File: src/rtl/target_game_ctrl.sv
// Multi-channel reaction-game controller: N_CH targets cycle OFF/LIT on timers,
// synchronised active-low buttons score hits, timeouts count as misses.
// Optional feature: define PENALTY_EN to make presses on dark targets cost one point each.
module target_game_ctrl #(
  parameter int unsigned N_CH        = 4,
  parameter int unsigned ON_CYCLES   = 50000000,
  parameter int unsigned OFF_CYCLES  = 250000000,
  parameter int unsigned STAGGER     = 1000,
  parameter int unsigned CNT_W       = 28,
  parameter int unsigned SCORE_W     = 8,
  parameter int unsigned N_LED       = 6,
  parameter int unsigned SYNC_STAGES = 2
) (
  input  logic               clk_i,
  input  logic               reset_i,
  input  logic               enable_i,
  input  logic [N_CH-1:0]    btn_n_i,
  output logic [N_CH-1:0]    target_o,
  output logic [SCORE_W-1:0] score_o,
  output logic [SCORE_W-1:0] misses_o,
  output logic [N_LED-1:0]   led_o,
  output logic               hit_pulse_o,
  output logic               miss_pulse_o
);

  // Sums need headroom for score plus up to N_CH increments before clamping.
  localparam int unsigned SUM_W = SCORE_W + $clog2(N_CH + 1) + 1;
  localparam logic [SUM_W-1:0] ScoreMax = {{(SUM_W - SCORE_W){1'b0}}, {SCORE_W{1'b1}}};

  typedef enum logic {StOff, StLit} ch_state_e;

  logic [N_CH-1:0]    sync_q [SYNC_STAGES];
  logic [N_CH-1:0]    prev_q;
  logic [N_CH-1:0]    btn_s;
  logic [N_CH-1:0]    press;
  ch_state_e          state_q [N_CH];
  ch_state_e          state_d [N_CH];
  logic [CNT_W-1:0]   cnt_q [N_CH];
  logic [CNT_W-1:0]   cnt_d [N_CH];
  logic [N_CH-1:0]    hit;
  logic [N_CH-1:0]    miss;
  logic [SUM_W-1:0]   n_hit, n_miss, score_sum, miss_sum;
  logic [SCORE_W-1:0] score_q, score_d, misses_q, misses_d, led_idx;
  logic [N_LED-1:0]   led_q, led_d;
  logic               hit_pulse_q, hit_pulse_d, miss_pulse_q, miss_pulse_d;
`ifdef PENALTY_EN
  logic [N_CH-1:0]    pen;
  logic [SUM_W-1:0]   n_pen;
`endif

  assign btn_s = sync_q[SYNC_STAGES-1];
  assign press = prev_q & ~btn_s;

  // Button synchroniser and edge detector; runs regardless of enable so no stale edge on resume.
  always_ff @(posedge clk_i or posedge reset_i) begin
    if (reset_i) begin
      for (int k = 0; k < SYNC_STAGES; k++) sync_q[k] <= '1;
      prev_q <= '1;
    end else begin
      sync_q[0] <= btn_n_i;
      for (int k = 1; k < SYNC_STAGES; k++) sync_q[k] <= sync_q[k-1];
      prev_q <= btn_s;
    end
  end

  // Channel state and timer registers; reset staggers the OFF timers.
  always_ff @(posedge clk_i or posedge reset_i) begin
    if (reset_i) begin
      for (int i = 0; i < N_CH; i++) begin
        state_q[i] <= StOff;
        cnt_q[i]   <= CNT_W'(i * STAGGER);
      end
    end else begin
      state_q <= state_d;
      cnt_q   <= cnt_d;
    end
  end

  // Per-channel next state; a press on the final LIT cycle wins over the timeout.
  always_comb begin
    state_d = state_q;
    cnt_d   = cnt_q;
    hit     = '0;
    miss    = '0;
`ifdef PENALTY_EN
    pen     = '0;
`endif
    if (enable_i) begin
      for (int i = 0; i < N_CH; i++) begin
        unique case (state_q[i])
          StOff: begin
`ifdef PENALTY_EN
            pen[i] = press[i];
`endif
            if (cnt_q[i] == CNT_W'(OFF_CYCLES - 1)) begin
              state_d[i] = StLit;
              cnt_d[i]   = '0;
            end else begin
              cnt_d[i] = cnt_q[i] + CNT_W'(1);
            end
          end
          StLit: begin
            if (press[i]) begin
              state_d[i] = StOff;
              cnt_d[i]   = '0;
              hit[i]     = 1'b1;
            end else if (cnt_q[i] == CNT_W'(ON_CYCLES - 1)) begin
              state_d[i] = StOff;
              cnt_d[i]   = '0;
              miss[i]    = 1'b1;
            end else begin
              cnt_d[i] = cnt_q[i] + CNT_W'(1);
            end
          end
        endcase
      end
    end
  end

  // Lamp outputs follow the registered channel state.
  always_comb begin
    target_o = '0;
    for (int i = 0; i < N_CH; i++) target_o[i] = (state_q[i] == StLit);
  end

  // Saturating score/miss arithmetic and one-hot LED selection.
  always_comb begin
    n_hit  = '0;
    n_miss = '0;
    for (int i = 0; i < N_CH; i++) begin
      n_hit  = n_hit + SUM_W'(hit[i]);
      n_miss = n_miss + SUM_W'(miss[i]);
    end
    score_sum = SUM_W'(score_q) + n_hit;
`ifdef PENALTY_EN
    n_pen = '0;
    for (int i = 0; i < N_CH; i++) n_pen = n_pen + SUM_W'(pen[i]);
    score_sum = (score_sum > n_pen) ? score_sum - n_pen : '0;
`endif
    score_d      = (score_sum > ScoreMax) ? '1 : score_sum[SCORE_W-1:0];
    miss_sum     = SUM_W'(misses_q) + n_miss;
    misses_d     = (miss_sum > ScoreMax) ? '1 : miss_sum[SCORE_W-1:0];
    hit_pulse_d  = |hit;
    miss_pulse_d = |miss;
    led_idx      = score_q % SCORE_W'(N_LED);
    led_d        = N_LED'(1) << led_idx;
  end

  // Score, miss, pulse and LED registers; LED trails score by one edge.
  always_ff @(posedge clk_i or posedge reset_i) begin
    if (reset_i) begin
      score_q      <= '0;
      misses_q     <= '0;
      hit_pulse_q  <= 1'b0;
      miss_pulse_q <= 1'b0;
      led_q        <= N_LED'(1);
    end else begin
      score_q      <= score_d;
      misses_q     <= misses_d;
      hit_pulse_q  <= hit_pulse_d;
      miss_pulse_q <= miss_pulse_d;
      led_q        <= led_d;
    end
  end

  assign score_o      = score_q;
  assign misses_o     = misses_q;
  assign led_o        = led_q;
  assign hit_pulse_o  = hit_pulse_q;
  assign miss_pulse_o = miss_pulse_q;

endmodule

File: config.mk
export PLATFORM = sky130hd
export DESIGN_NAME = target_game_ctrl
export DESIGN_NICKNAME = d
export VERILOG_FILES = /design/src/rtl/target_game_ctrl.sv
export SDC_FILE = /design/constraint.sdc
export NUM_CORES = 1
export LEC_CHECK = 0
export ABC_AREA = 1
export CAP_MARGIN = 25
export CORE_AREA = 5 5 172 174
export CTS_CLUSTER_DIAMETER = 50
export CTS_CLUSTER_SIZE = 8
export DETAILED_ROUTE_END_ITERATION = 6
export DIE_AREA = 0 0 177 179
export GPL_TIMING_DRIVEN = 0
export HOLD_SLACK_MARGIN = 0.02
export PLACE_DENSITY = 0.55
export SLEW_MARGIN = 5
export SYNTH_ARGS = -nofsm -noshare
export SYNTH_HDL_FRONTEND = slang
export SYNTH_SLANG_ARGS = --single-unit
File: constraint.sdc
create_clock -name clk_i -period 5.4 [get_ports clk_i]
set_clock_uncertainty 0.05 [all_clocks]
set_input_delay 0.81 -clock clk_i [delete_from_list [all_inputs] [get_ports clk_i]]
set_output_delay 0.81 -clock clk_i [all_outputs]
set_load 0.01 [all_outputs]
Yosys cells after proc, flatten, opt, wreduce, memory -nomap -nowiden:

Index checks and enable logic that the tools add are counted.

* bits in writable memories: 0
* logic and storage cells: 104
* memories kept: 0
* register bits after elaboration: 152
* bits in latches: 0
* ROM bits: 0
* output and inout port bits: 28

* bitwise operators: 6
* add/sub/neg operators: 12
* reductions and logical operators: 2
* shift-type cells: 1
* divide/modulo/power cells: 1
* order comparisons: 2
* eq/ne operators: 8
* $mul: 0
* muxes and demuxes: 56

Operators by type and width (count)
* 28-bit 2-to-1 mux: 12
* 28-bit case mux with 2 select lines: 4
* 28-bit by 1-bit adder with 28-bit output, second input constant: 4
* 28-bit by 26-bit == test with 1-bit output, second input constant: 4
* 28-bit == test, second input constant: 4
* 1-bit 2-to-1 mux: 32
* 8-bit by 4-bit adder with 9-bit output: 2
* 9-bit by 8-bit greater-than comparator with 1-bit output, second input constant: 2
* 8-bit 2-to-1 mux: 2
* 3-bit by 1-bit adder with 4-bit output: 2
* 8-bit by 3-bit remainder unit with 8-bit output, second input constant: 1
* 4-bit 2-to-1 mux: 2
* 1-bit case mux with 2 select lines: 4
* 4-bit OR reduction: 2
* 1-bit by 8-bit left shift with 6-bit output, first input constant: 1
* 2-bit by 1-bit adder with 3-bit output: 2
* 1-bit by 1-bit adder with 2-bit output: 2
* 4-bit AND: 1
* 1-bit NOT: 4
* 4-bit NOT: 1

Longest topological paths before layout:

Gate-level depths: netlist of run 1.

* depth in word-level cells: 11
* mapped depth: 22

Least setup slack after synthesis of run 1:

OpenSTA, ideal clock, no wires.

* kind: input to register
* start: input enable_i
* end: register score_q[5] (netlist: score_o[5])
* path buffers: 2
* stages: 13
* arrival: 3.478 ns
* data required time: 5.278 ns
* path slack: 1.800 ns
* cell sequence: inv_1 > clkbuf_1 > buf_1 > nor3_1 > fa_1 > inv_1 > fa_1 > inv_1 > fa_1 > nand2_1 > nor3_1 > nand3_1 > nand3_1

* cells in the longest elaborated chain, start to end: 7

Ends and longest elaborated chain
* from (decl): RTL line 16 `input logic enable_i,`
* 4-bit 2-to-1 mux *: RTL line 88 `if (enable_i) begin`
* 1-bit by 1-bit adder with 2-bit output: RTL line 131 `n_hit = n_hit + SUM_W'(hit[i]);`
* 2-bit by 1-bit adder with 3-bit output: RTL line 131
* 3-bit by 1-bit adder with 4-bit output *: RTL line 131
* 8-bit by 4-bit adder with 9-bit output *: RTL line 134 `score_sum = SUM_W'(score_q) + n_hit;`
* 9-bit by 8-bit greater-than comparator with 1-bit output: RTL line 140 `score_d = (score_sum > ScoreMax) ? '1 : score_sum[SCORE_W-1:0];`
* 8-bit 2-to-1 mux *: RTL line 140
* via score_d[5]: RTL line 43 `logic [SCORE_W-1:0] score_q, score_d, misses_q, misses_d, led_idx;`
* to (signal assigned): RTL line 158 `score_q <= score_d;`
* to (decl): RTL line 43

Mark *: on every way through the listed nets, which the timed path passes. The rest lies on a longest branch.
A chain may end at the register's enable or synchronous reset.

Worst setup path in the final report of run 1:

Same ends and word-level chain as after synthesis.

==> results of run 1 <==
Yosys cell counts, types with 12 or more instances:
cell type,number
nor2_1,146
a21oi_1,38
xor2_1,32
nand3_1,50
nor3b_1,12
nand2_1,166
nor3_1,68
dfrtp_1,120
nand4_1,34
o21ai_0,38
nor4_1,17
dfstp_2,32
inv_1,166
cell families after synthesis:
group           count (synthesis)  synth area share
compound gates                104           0.07060
fa+ha+maj                      13           0.02542
mux                             2          0.002450
xor+xnor                       42           0.04502
buf+inv                       183           0.08576
simple gates                  528            0.3003
flops                         152            0.4704
final cells by class:
cell class | instances | share of cell area
inverters | 168 | 0.06625
multi-input cells | 689 | 0.3765
flip-flops and latches | 152 | 0.3991
well taps | 378 | 0.04910
clock buffers | 19 | 0.04703
plain buffers | 15 | 0.007275
clock inverters | 13 | 0.01663
repair buffers | 35 | 0.03819
sequential cells by signal, summed over array words and instances (netlist names):
register	cells
miss_pulse_o	1
hit_pulse_o	1
cnt_q	112
led_o	6
target_o	4
prev_q	4
misses_o	8
btn_s	4
sync_q	4
score_o	8
per-layer routing:
metal	vias up	global-route usage	part of all wire
met1	3096	0.1652	0.49
met2	77	0.1992	0.46
met3	17	0.02383	0.031
met4	0	0.03836	0.016
li1	3437	-	-
met5	-	0	0
path summary, 6_finish.rpt:
kind | from | endpoint | slack [ns]
min in group asynchronous | reset_i | led_o[4] | 0.79
max in group asynchronous | reset_i | prev_q[2] | 3.68
max | enable_i | score_o[5] | 0.47
min | sync_q[4] | btn_s[0] | 0.31
min reg2reg | sync_q[4] | btn_s[0] | 0.31
max reg2reg | cnt_q[84] | misses_o[2] | 1.37
where the power goes:
part / switching [mW] / total, mW / internal (mW)
sequential: 0.161 / 1.50 / 1.34
combinational: 0.481 / 0.784 / 0.304
clock: 0.519 / 1.24 / 0.721
total: 1.16 / 3.52 / 2.36
through the flow:
stage / utilization / setup slack, ns / hold WS (ns)
5_1_grt: 0.3486 / 0.1928 / 0.3142
6_report: 0.3486 / 0.4705 / 0.3075
3_5_place_dp: 0.3264 / -0.01754 / 0.2987
3_3_place_gp: 0.3252 / -1.905 / 0.2968
2_1_floorplan: - / 0.4999 / 0.2952
4_1_cts: 0.3486 / 0.4166 / 0.3087
==> metrics.txt, run 1 <==
port bufs 34; Die H 179 um; num rows 61; Finish-stage setup viols 0; CP max stage delay roughly 0.62 ns; Iteration-0 DRC Markers roughly 340; CP Launch Type input port; ys flop type dfrtp_1; FF-to-FF path depth 19; Pwr Total 3.521 mW; largest net degree at the start of global routing between 80 and 90; RSZ-0062 raised after global routing false; Synth area leader dfrtp_1; wire per inst 12.74 um; Seq/Total Area, Yosys 0.4704; Worst path slowest cell clkdlybuf4s50_1; vias in the first global route ~6500; clock root buffer clkbuf_16; Post-Syn Instances 1024; post-route minimum period 4.929 ns; cts bufs inserted 17; Post-Layout Cell Count approximately 1500; Mapped Avg Cell Area ~8.0 um^2; post-CTS setup buffer count 0; Clk Latency, worst-skew pair 0.42 ns; register area 3844 um^2; Routed WL around 19000 um; normalized max-slew margin 0.4134; initial core utilization 0.2957; Placed Area 9019 um^2; CP Cell Sequence clkdlybuf4s50_1 > inv_1 > clkbuf_1 > buf_1 > nor3_1 > fa_1 > inv_1 > fa_1 > inv_1 > fa_1 > nand2_1 > nor3_1 > nand3_1 > nand3_1; GRT overflow 0; area of the multi-input gates 3626 um^2; data required time of the worst path between 5 and 6 ns; yosys warns 0; Synth cell types 51; layout cell share with drive strength beyond 1 0.09074; critical path type in -> reg; initial antenna violation count 0; status complete, no violations; final design area excluding fillers 9632 um^2; dominant cells by area after synthesis dfrtp_1 (37%), dfstp_2 (10%), inv_1 (7.6%), nand2_1 (7.6%), nor2_1 (6.7%); Detailed Place HPWL ~14000 um; max-cap violations 0; number of diodes 0; CTS sink cnt 152; Clock Path Buffers 2; vias per inst 4.511; DP Cell Count roughly 1400; maximum clock rate 202.9 MHz; Crit. path cell count 14; Final Hold Fails 0; CTS clock-pin slew for the worst setup and hold paths 0.07 ns; cts repair resizes 0; DR vias 6627; fin crit share 0.9129; Buf+Inv Stages, Crit Path 6; most common cell after layout, fill and taps aside nand2_1; Slew Limit Fails 0; ANT nets after route 0; GRT Total Usage 0.1224; routability cong. 0.8318; Leakage Power 4.336 nW; setup TNS 0 ns; Power per Cell Area 365.5 nW/um^2; commonest non-fill, non-tap cells in the layout nand2_1 (166), inv_1 (165), nor2_1 (146), dfrtp_1 (120), nor3_1 (68); CP Capture Type register; area grow syn2layout 17.89%; cell family with most CP delay buffers and inverters; Hold Path Class reg -> reg; number of synthesized flops with an enable pin 0; TritonCTS clock tree yes; post-synth top area share 0.3675; Cell Area, Synth about 8000 um^2; maximum VDD drop 0.1747 mV; total nets after synthesis about 1000; Worst Path Arrival 5.24 ns; Fillers 2940; final net count 1098; first-pass GRT wire length 31730 um; first drt pass iteration count 5; Seq cells post-synth 152; worst-margin pin slew ~0.87 ns; die area roughly 32000 um^2; I/O Pins 35; hold path depth 0; residual DRC count 0; CTS Hold Bufs 0; asr flop ratio synth 1.000; worst-path fanout max 10; Core ar. 27630 um^2; die extent in x roughly 180 um; H-tree depth 4
Power figures use the tool's default switching activity.
==> run 2: changes to the inputs <==
==> constraint.sdc (replaced) <==
create_clock -name clk_i -period 5.4 [get_ports clk_i]
set_clock_uncertainty 0.05 [all_clocks]
set_input_delay 0.81 -clock clk_i [delete_from_list [all_inputs] [get_ports clk_i]]
set_output_delay 0.81 -clock clk_i [all_outputs]
set_load 0.02 [all_outputs]
==> results of run 2 <==
Same layout as run 1 (identical final DEF). Status: complete, no violations.
Among the figures that moved: total power 3.521 mW -> 3.539 mW; worst IR drop on VDD 0.1747 mV -> 0.1750 mV
